### config.mk
export PLATFORM = sky130hd
export DESIGN_NAME = lcd_pixel_stream
export DESIGN_NICKNAME = d
export VERILOG_FILES = /design/src/rtl/lcd_pixel_stream.sv
export SDC_FILE = /design/constraint.sdc
export NUM_CORES = 1
export LEC_CHECK = 0
export ABC_AREA = 1
export BUFFER_PORTS_ARGS = -buffer_cell sky130_fd_sc_hd__clkbuf_2
export CORE_ASPECT_RATIO = 1.1
export CORE_UTILIZATION = 45
export CTS_CLUSTER_DIAMETER = 30
export DETAILED_ROUTE_END_ITERATION = 8
export PLACE_DENSITY = 0.67
export SLEW_MARGIN = 20
export SYNTH_ARGS = -nofsm -noshare
export SYNTH_HDL_FRONTEND = slang
export SYNTH_SLANG_ARGS = --single-unit
### constraint.sdc
create_clock -name PixelClk -period 3.91 [get_ports PixelClk]
set_input_delay 0.782 -clock PixelClk [delete_from_list [all_inputs] [get_ports PixelClk]]
set_output_delay 0.782 -clock PixelClk [all_outputs]
set_load 0.005 [all_outputs]
### src/rtl/lcd_pixel_stream.sv
// -----------------------------------------------------------------------------
// lcd_pixel_stream
//
// Buffers an RGB565 pixel stream from a valid/ready producer and replays it on
// the active-display cycles of an LCD timing generator. Producer frames are
// re-aligned to the generator's VSYNC, and a constant fill colour is driven
// whenever no valid pixel is available. DE/HSYNC/VSYNC are delayed by one
// cycle so they line up with the registered pixel outputs.
//
// Ports:
//   PixelClk          pixel clock
//   nRST              asynchronous active-low reset
//   s_valid/s_ready   producer handshake (s_ready = FIFO not full)
//   s_data[15:0]      RGB565 pixel, [15:11]=R, [10:5]=G, [4:0]=B
//   s_sof             first pixel of a producer frame
//   de_in/hsync_in/vsync_in  timing generator inputs
//   LCD_DE/LCD_HSYNC/LCD_VSYNC  timing inputs delayed by one cycle
//   LCD_R/LCD_G/LCD_B registered pixel outputs (0 outside DE)
//   underflow         one-cycle pulse per underflow or early-SOF event
//
// Optional build macro LCD_PIXEL_STREAM_STATS_EN adds:
//   underflow_count[15:0]          saturating underflow count, cleared on fs
//   fifo_level[$clog2(DEPTH):0]    live FIFO occupancy
//
// State table:
//   SYNC | waiting for frame start; non-SOF heads are discarded, SOF head held
//   RUN  | streaming FIFO pixels on each DE cycle
// -----------------------------------------------------------------------------
module lcd_pixel_stream #(
  parameter int unsigned DEPTH    = 64,
  parameter logic [15:0] FILL_RGB = 16'h0000,
  parameter bit          VS_POL   = 1'b1
) (
  input  logic                    PixelClk,
  input  logic                    nRST,
  input  logic                    s_valid,
  output logic                    s_ready,
  input  logic [15:0]             s_data,
  input  logic                    s_sof,
  input  logic                    de_in,
  input  logic                    hsync_in,
  input  logic                    vsync_in,
  output logic                    LCD_DE,
  output logic                    LCD_HSYNC,
  output logic                    LCD_VSYNC,
  output logic [4:0]              LCD_R,
  output logic [5:0]              LCD_G,
  output logic [4:0]              LCD_B,
`ifdef LCD_PIXEL_STREAM_STATS_EN
  output logic [15:0]             underflow_count,
  output logic [$clog2(DEPTH):0]  fifo_level,
`endif
  output logic                    underflow
);

  localparam int AW = $clog2(DEPTH);

  typedef enum logic {
    SYNC = 1'b0,
    RUN  = 1'b1
  } state_t;

  // FIFO storage: each entry is {sof, data}
  logic [16:0] mem [DEPTH];
  logic [AW:0] wr_ptr;
  logic [AW:0] rd_ptr;
  logic        empty;
  logic        full;
  logic        wr_en;
  logic        pop;
  logic        head_sof;
  logic [15:0] head_data;

  state_t      state;
  logic        first_px;
  logic        vs_q;
  logic        fs;

  state_t      st_eff;
  logic        first_eff;
  state_t      st_next;
  logic        first_next;
  logic        uf_evt;
  logic [15:0] px_next;

  assign empty = (wr_ptr == rd_ptr);
  assign full  = (wr_ptr[AW] != rd_ptr[AW]) &&
                 (wr_ptr[AW-1:0] == rd_ptr[AW-1:0]);

  assign s_ready = !full;
  assign wr_en   = s_valid && !full;

  // Head is read straight from the registered array, so a word written this
  // cycle only becomes visible on the next one.
  assign head_sof  = mem[rd_ptr[AW-1:0]][16];
  assign head_data = mem[rd_ptr[AW-1:0]][15:0];

  // Frame start: first cycle of the VSYNC pulse.
  assign fs = (vsync_in == VS_POL) && (vs_q != VS_POL);

  always_ff @(posedge PixelClk) begin
    if (wr_en) begin
      mem[wr_ptr[AW-1:0]] <= {s_sof, s_data};
    end
  end

  // Frame start is resolved first; the DE rules then run on the resulting
  // state so a fs coinciding with DE behaves like fs followed by DE.
  always_comb begin
    st_eff    = state;
    first_eff = first_px;
    if (fs) begin
      if (!empty && head_sof) begin
        st_eff    = RUN;
        first_eff = 1'b1;
      end else begin
        st_eff    = SYNC;
        first_eff = 1'b0;
      end
    end

    pop        = 1'b0;
    uf_evt     = 1'b0;
    px_next    = FILL_RGB;
    st_next    = st_eff;
    first_next = first_eff;

    if (st_eff == SYNC) begin
      // Drop leftovers of an abandoned frame until a SOF word reaches the head.
      pop = !empty && !head_sof;
    end else if (de_in) begin
      if (empty) begin
        uf_evt     = 1'b1;
        st_next    = SYNC;
        first_next = 1'b0;
      end else if (head_sof && !first_eff) begin
        // Next frame arrived before this one finished; keep the SOF word.
        uf_evt     = 1'b1;
        st_next    = SYNC;
        first_next = 1'b0;
      end else begin
        pop        = 1'b1;
        px_next    = head_data;
        first_next = 1'b0;
      end
    end
  end

  always_ff @(posedge PixelClk or negedge nRST) begin
    if (!nRST) begin
      state     <= SYNC;
      first_px  <= 1'b0;
      vs_q      <= ~VS_POL;
      wr_ptr    <= '0;
      rd_ptr    <= '0;
      LCD_DE    <= 1'b0;
      LCD_HSYNC <= 1'b1;
      LCD_VSYNC <= ~VS_POL;
      LCD_R     <= '0;
      LCD_G     <= '0;
      LCD_B     <= '0;
      underflow <= 1'b0;
    end else begin
      state     <= st_next;
      first_px  <= first_next;
      vs_q      <= vsync_in;
      if (wr_en) begin
        wr_ptr <= wr_ptr + (AW+1)'(1);
      end
      if (pop) begin
        rd_ptr <= rd_ptr + (AW+1)'(1);
      end
      LCD_DE    <= de_in;
      LCD_HSYNC <= hsync_in;
      LCD_VSYNC <= vsync_in;
      LCD_R     <= de_in ? px_next[15:11] : 5'd0;
      LCD_G     <= de_in ? px_next[10:5]  : 6'd0;
      LCD_B     <= de_in ? px_next[4:0]   : 5'd0;
      underflow <= uf_evt;
    end
  end

`ifdef LCD_PIXEL_STREAM_STATS_EN
  always_ff @(posedge PixelClk or negedge nRST) begin
    if (!nRST) begin
      underflow_count <= '0;
    end else if (fs) begin
      underflow_count <= '0;
    end else if (uf_evt && (underflow_count != 16'hFFFF)) begin
      underflow_count <= underflow_count + 16'd1;
    end
  end

  assign fifo_level = wr_ptr - rd_ptr;
`endif

endmodule

==> qor.yml <==
grt:
  grt_pass1_wl_um: 179000
  grt_pass1_vias: 28000
  track_usage_pct: 24.1
  grt_start_max_net_pins: 150
  grt.overflow.total: 0
  antenna_found_initial: 4
power:
  p_int_mw: 26.1
  netSwitchingPower_mw: 13.9
  irDropWorstVdd_mv: 0.557
  switching_share_pct: 34.7
  pwr-share-comb_pct: 28.3
  pwr-share-seq_pct: 35.4
  p_clk_share_pct: 36.3
  power_density_nw_per_um2: 766
  p_leak_nw: 18.2
synth:
  yosys.area.top_type_share_pct: 73.0
  syn_nets: 3399
  synth_commonest_cells: "1088 x edfxtp_1, 824 x nand2_1, 454 x a21oi_1"
  synth_seq_cells: 1124
  ys_warn_count: 0
  async_flop_share_pct: 3.20
  yosys.cell_count.top_type: "edfxtp_1"
  synth-edff-count: 1088
  yosys.area.top_type: "edfxtp_1"
  synth_top_cells_by_area: "edfxtp_1 73%, nand2_1 6.9%, a21oi_1 5.1%, a22oi_1 2.2%, dfrtp_1 2.0%"
  synthDistinctLibCells: 44
  syn_inst: 3374
  synthesis.area_um2: 44700
  ys_seq_area_share_pct: 75.0
  synth_ff_type: "edfxtp_1"
  avgSynthCellArea_um2: 13.3
placement:
  io_buffer_count: 43
  gp_congestion: 0.913
  hpwl_um: 67700
  post-place-cells: 4616
critical_path:
  r2r_cells: 11
  regToRegSetupSlack_ns: 0.39
  crit_cells: 11
  cpPeakStageDelay_ns: 0.83
  crit_start: "rd_ptr[1]$_DFFE_PN0P_"
  r2r_end: "mem[27][16]$_DFFE_PP_"
  startpoint_type: "flop"
  crit_top_cell: "nand2_1"
  crit_chain: "inv_8 > nand2_1 > a21oi_1 > nand2_1 > nor2_1 > nand2_1 > nand2_1 > inv_2 > nand4_1 > nor2_1 > buf_4"
  r2r-start: "rd_ptr[1]$_DFFE_PN0P_"
  cp_num_buf_inv: 3
  path_class: "flop to flop"
  endpoint_kind: "flop"
  cp.arrival_ns: 3.96
  crit_path_end: "mem[27][16]$_DFFE_PP_"
  crit_family: "simple AND/OR/NAND/NOR gates"
  path_max_fanout: 34
  required_ns: 4.35
  critPathSlowestCell: "nand4_1"
floorplan:
  fp-row-count: 120
  die_w_um: 303
  io_pins: 44
  dieArea_um2: 101000
  die_h_um: 333
  coreArea_um2: 97900
  start_util_pct: 45.7
route:
  wl_met2_um: 57900
  routed.top_layer: "met5"
  antenna_left: 0
  routed_via_density: 5.89
  firstDrtPassIters: 6
  drc_errors: 0
  wire_per_inst_um: 24.6
  wl_met1_um: 48200
  met3_length_um: 10700
  vias: 28900
  drt-initial-drc-count: 3630
  wl_um: 121000
cells_and_area:
  area_growth_pct: 16.8
  drive_gt1_share_pct: 14.4
  fin_nets: 3521
  fin_cells: 4911
  regArea_um2: 33600
  n_fill_cell: 7882
  num_antenna_cells: 0
  multi_input_area_um2: 9820
sta:
  fin_crit_ns: 3.52
  slew_headroom_pct: 21.5
  slew_viol_final: 0
  timing.final.crit_share_pct: 90.1
  fmax_mhz: 284
  setup_viol: 0
  tightestPinTransition_ns: 1.18
  finClkSkew_ns: 0.0282
  fin_setup_tns_ns: 0
  hold_viol: 0
  rsz0062_at_grt: "no"
clock_tree:
  clockBufferDepth: 3
  tritoncts: "done"
  numCtsBuffers: 159
  clock_latency_ns: 0.76
  postCtsHoldBufs: 0
  post_cts_buffers: 0
  clock-sinks: 1124
  cts-root-buf: "clkbuf_16"
  cts.repair.resized: 0
  clk_pin_slew_worst_paths_ns: 0.06
  h-tree-depth: 4
run_status:
  status: "completed"
min_path:
  min_path_type: "input port to flop"
  min_path_cells: 1
job:
  maxCapViolations: 0
[cells by family (layout without fill, tap and decap cells)]
logic type,count (synthesis),after routing,share of synthesized area [%]
flip-flops,1124,1124,75.0
AND/OR/NAND/NOR,1114,1114,9.83
AO/OA/AOI/OAI,831,831,11.6
buffers and inverters,291,547,3.24
XOR/XNOR,12,12,0.235
adder cells (fa/ha/maj),2,2,0.0559
[sequential cells by signal, summed over array words and instances, names as in the netlist]
signal,cells
LCD_G,6
wr_ptr,7
LCD_HSYNC,1
underflow,1
LCD_R,5
rd_ptr,7
vs_q,1
LCD_DE,1
state,1
mem,1088
LCD_B,5
first_px,1
[through the flow]
| step | worst slack, ns | instance area, µm² | hold WS, ns | total power, mW | util, % |
|---|---|---|---|---|---|
| 4_1_cts | 0.517 | 52300 | 0.0782 | 40.0 | 53.4 |
| 5_1_grt | 0.254 | 52300 | 0.0765 | 41.6 | 53.4 |
| 3_5_place_dp | 0.576 | 46800 | 0.504 | 25.5 | 47.8 |
| 2_1_floorplan | 1.09 | 44700 | 0.463 | 21.7 | - |
| 6_report | 0.385 | 52300 | 0.0972 | 40.0 | 53.4 |
| 3_3_place_gp | 0.611 | 46800 | 0.485 | 25.4 | 47.8 |
[per-layer routing]
metal	vias up	GRT usage, %
met2	1432	38.1
met5	-	0
met4	6	9.43
met3	225	4.53
li1	12800	-
met1	14500	32.9
[power by group through the flow]
stage / logic (mW) / registers, mW / clock network, mW
2_1_floorplan: 7.57 / 14.1 / 0
3_3_place_gp: 11.0 / 14.4 / 0
3_5_place_dp: 11.1 / 14.4 / 0
4_1_cts: 11.2 / 14.2 / 14.6
5_1_grt: 12.2 / 14.2 / 15.2
6_report: 11.3 / 14.2 / 14.5
[cells in the final DEF, fill, tap and decap left out, types with 4 or more instances in the layout]
master / Yosys / layout
inv_8: 0 / 9
o311ai_1: 43 / 43
inv_16: 0 / 4
or2_2: 18 / 18
clkinv_1: 2 / 19
nand4_1: 11 / 11
buf_12: 0 / 15
o211ai_1: 52 / 52
dfrtp_1: 35 / 32
clkinv_4: 0 / 12
clkinv_2: 0 / 21
o311ai_0: 11 / 11
clkinvlp_4: 0 / 20
bufinv_16: 0 / 18
a32o_1: 39 / 39
clkbuf_2: 0 / 41
clkbuf_1: 55 / 12
o2111ai_1: 7 / 7
nor2_1: 158 / 124
nor2_2: 1 / 35
a22oi_1: 129 / 129
a21oi_1: 454 / 454
inv_1: 58 / 58
nand3_1: 75 / 75
a221oi_1: 15 / 15
buf_4: 28 / 128
inv_2: 5 / 4
o21ai_0: 29 / 29
edfxtp_1: 1088 / 1088
nand2_1: 824 / 824
xor2_1: 11 / 11
inv_6: 0 / 13
o21ai_1: 9 / 9
o22ai_1: 18 / 18
clkbuf_16: 0 / 166
a211oi_1: 13 / 13
clkinv_8: 0 / 4
nor3_1: 21 / 19
[worst min-delay path by stage]
stage / from / endpoint / slack [ns]
after floorplan: wr_ptr[6]$_DFFE_PN0P_ / wr_ptr[6]$_DFFE_PN0P_ / 0.46
after global placement: wr_ptr[6]$_DFFE_PN0P_ / wr_ptr[6]$_DFFE_PN0P_ / 0.48
after detailed placement: wr_ptr[6]$_DFFE_PN0P_ / wr_ptr[6]$_DFFE_PN0P_ / 0.50
after CTS: hsync_in / LCD_HSYNC$_DFF_PN1_ / 0.08
after global routing: hsync_in / LCD_HSYNC$_DFF_PN1_ / 0.08
final: hsync_in / LCD_HSYNC$_DFF_PN1_ / 0.1
[area by class of cell]
| cell class | instances | share of cell area (%) |
|---|---|---|
| clock inverters | 117 | 2.49 |
| multi-input cells | 1959 | 18.8 |
| clock buffers | 178 | 8.04 |
| well taps | 1281 | 3.07 |
| flip-flops and latches | 1124 | 64.3 |
| inverters | 66 | 0.520 |
| repair buffers | 186 | 2.83 |
Power figures use the tool's default switching activity.
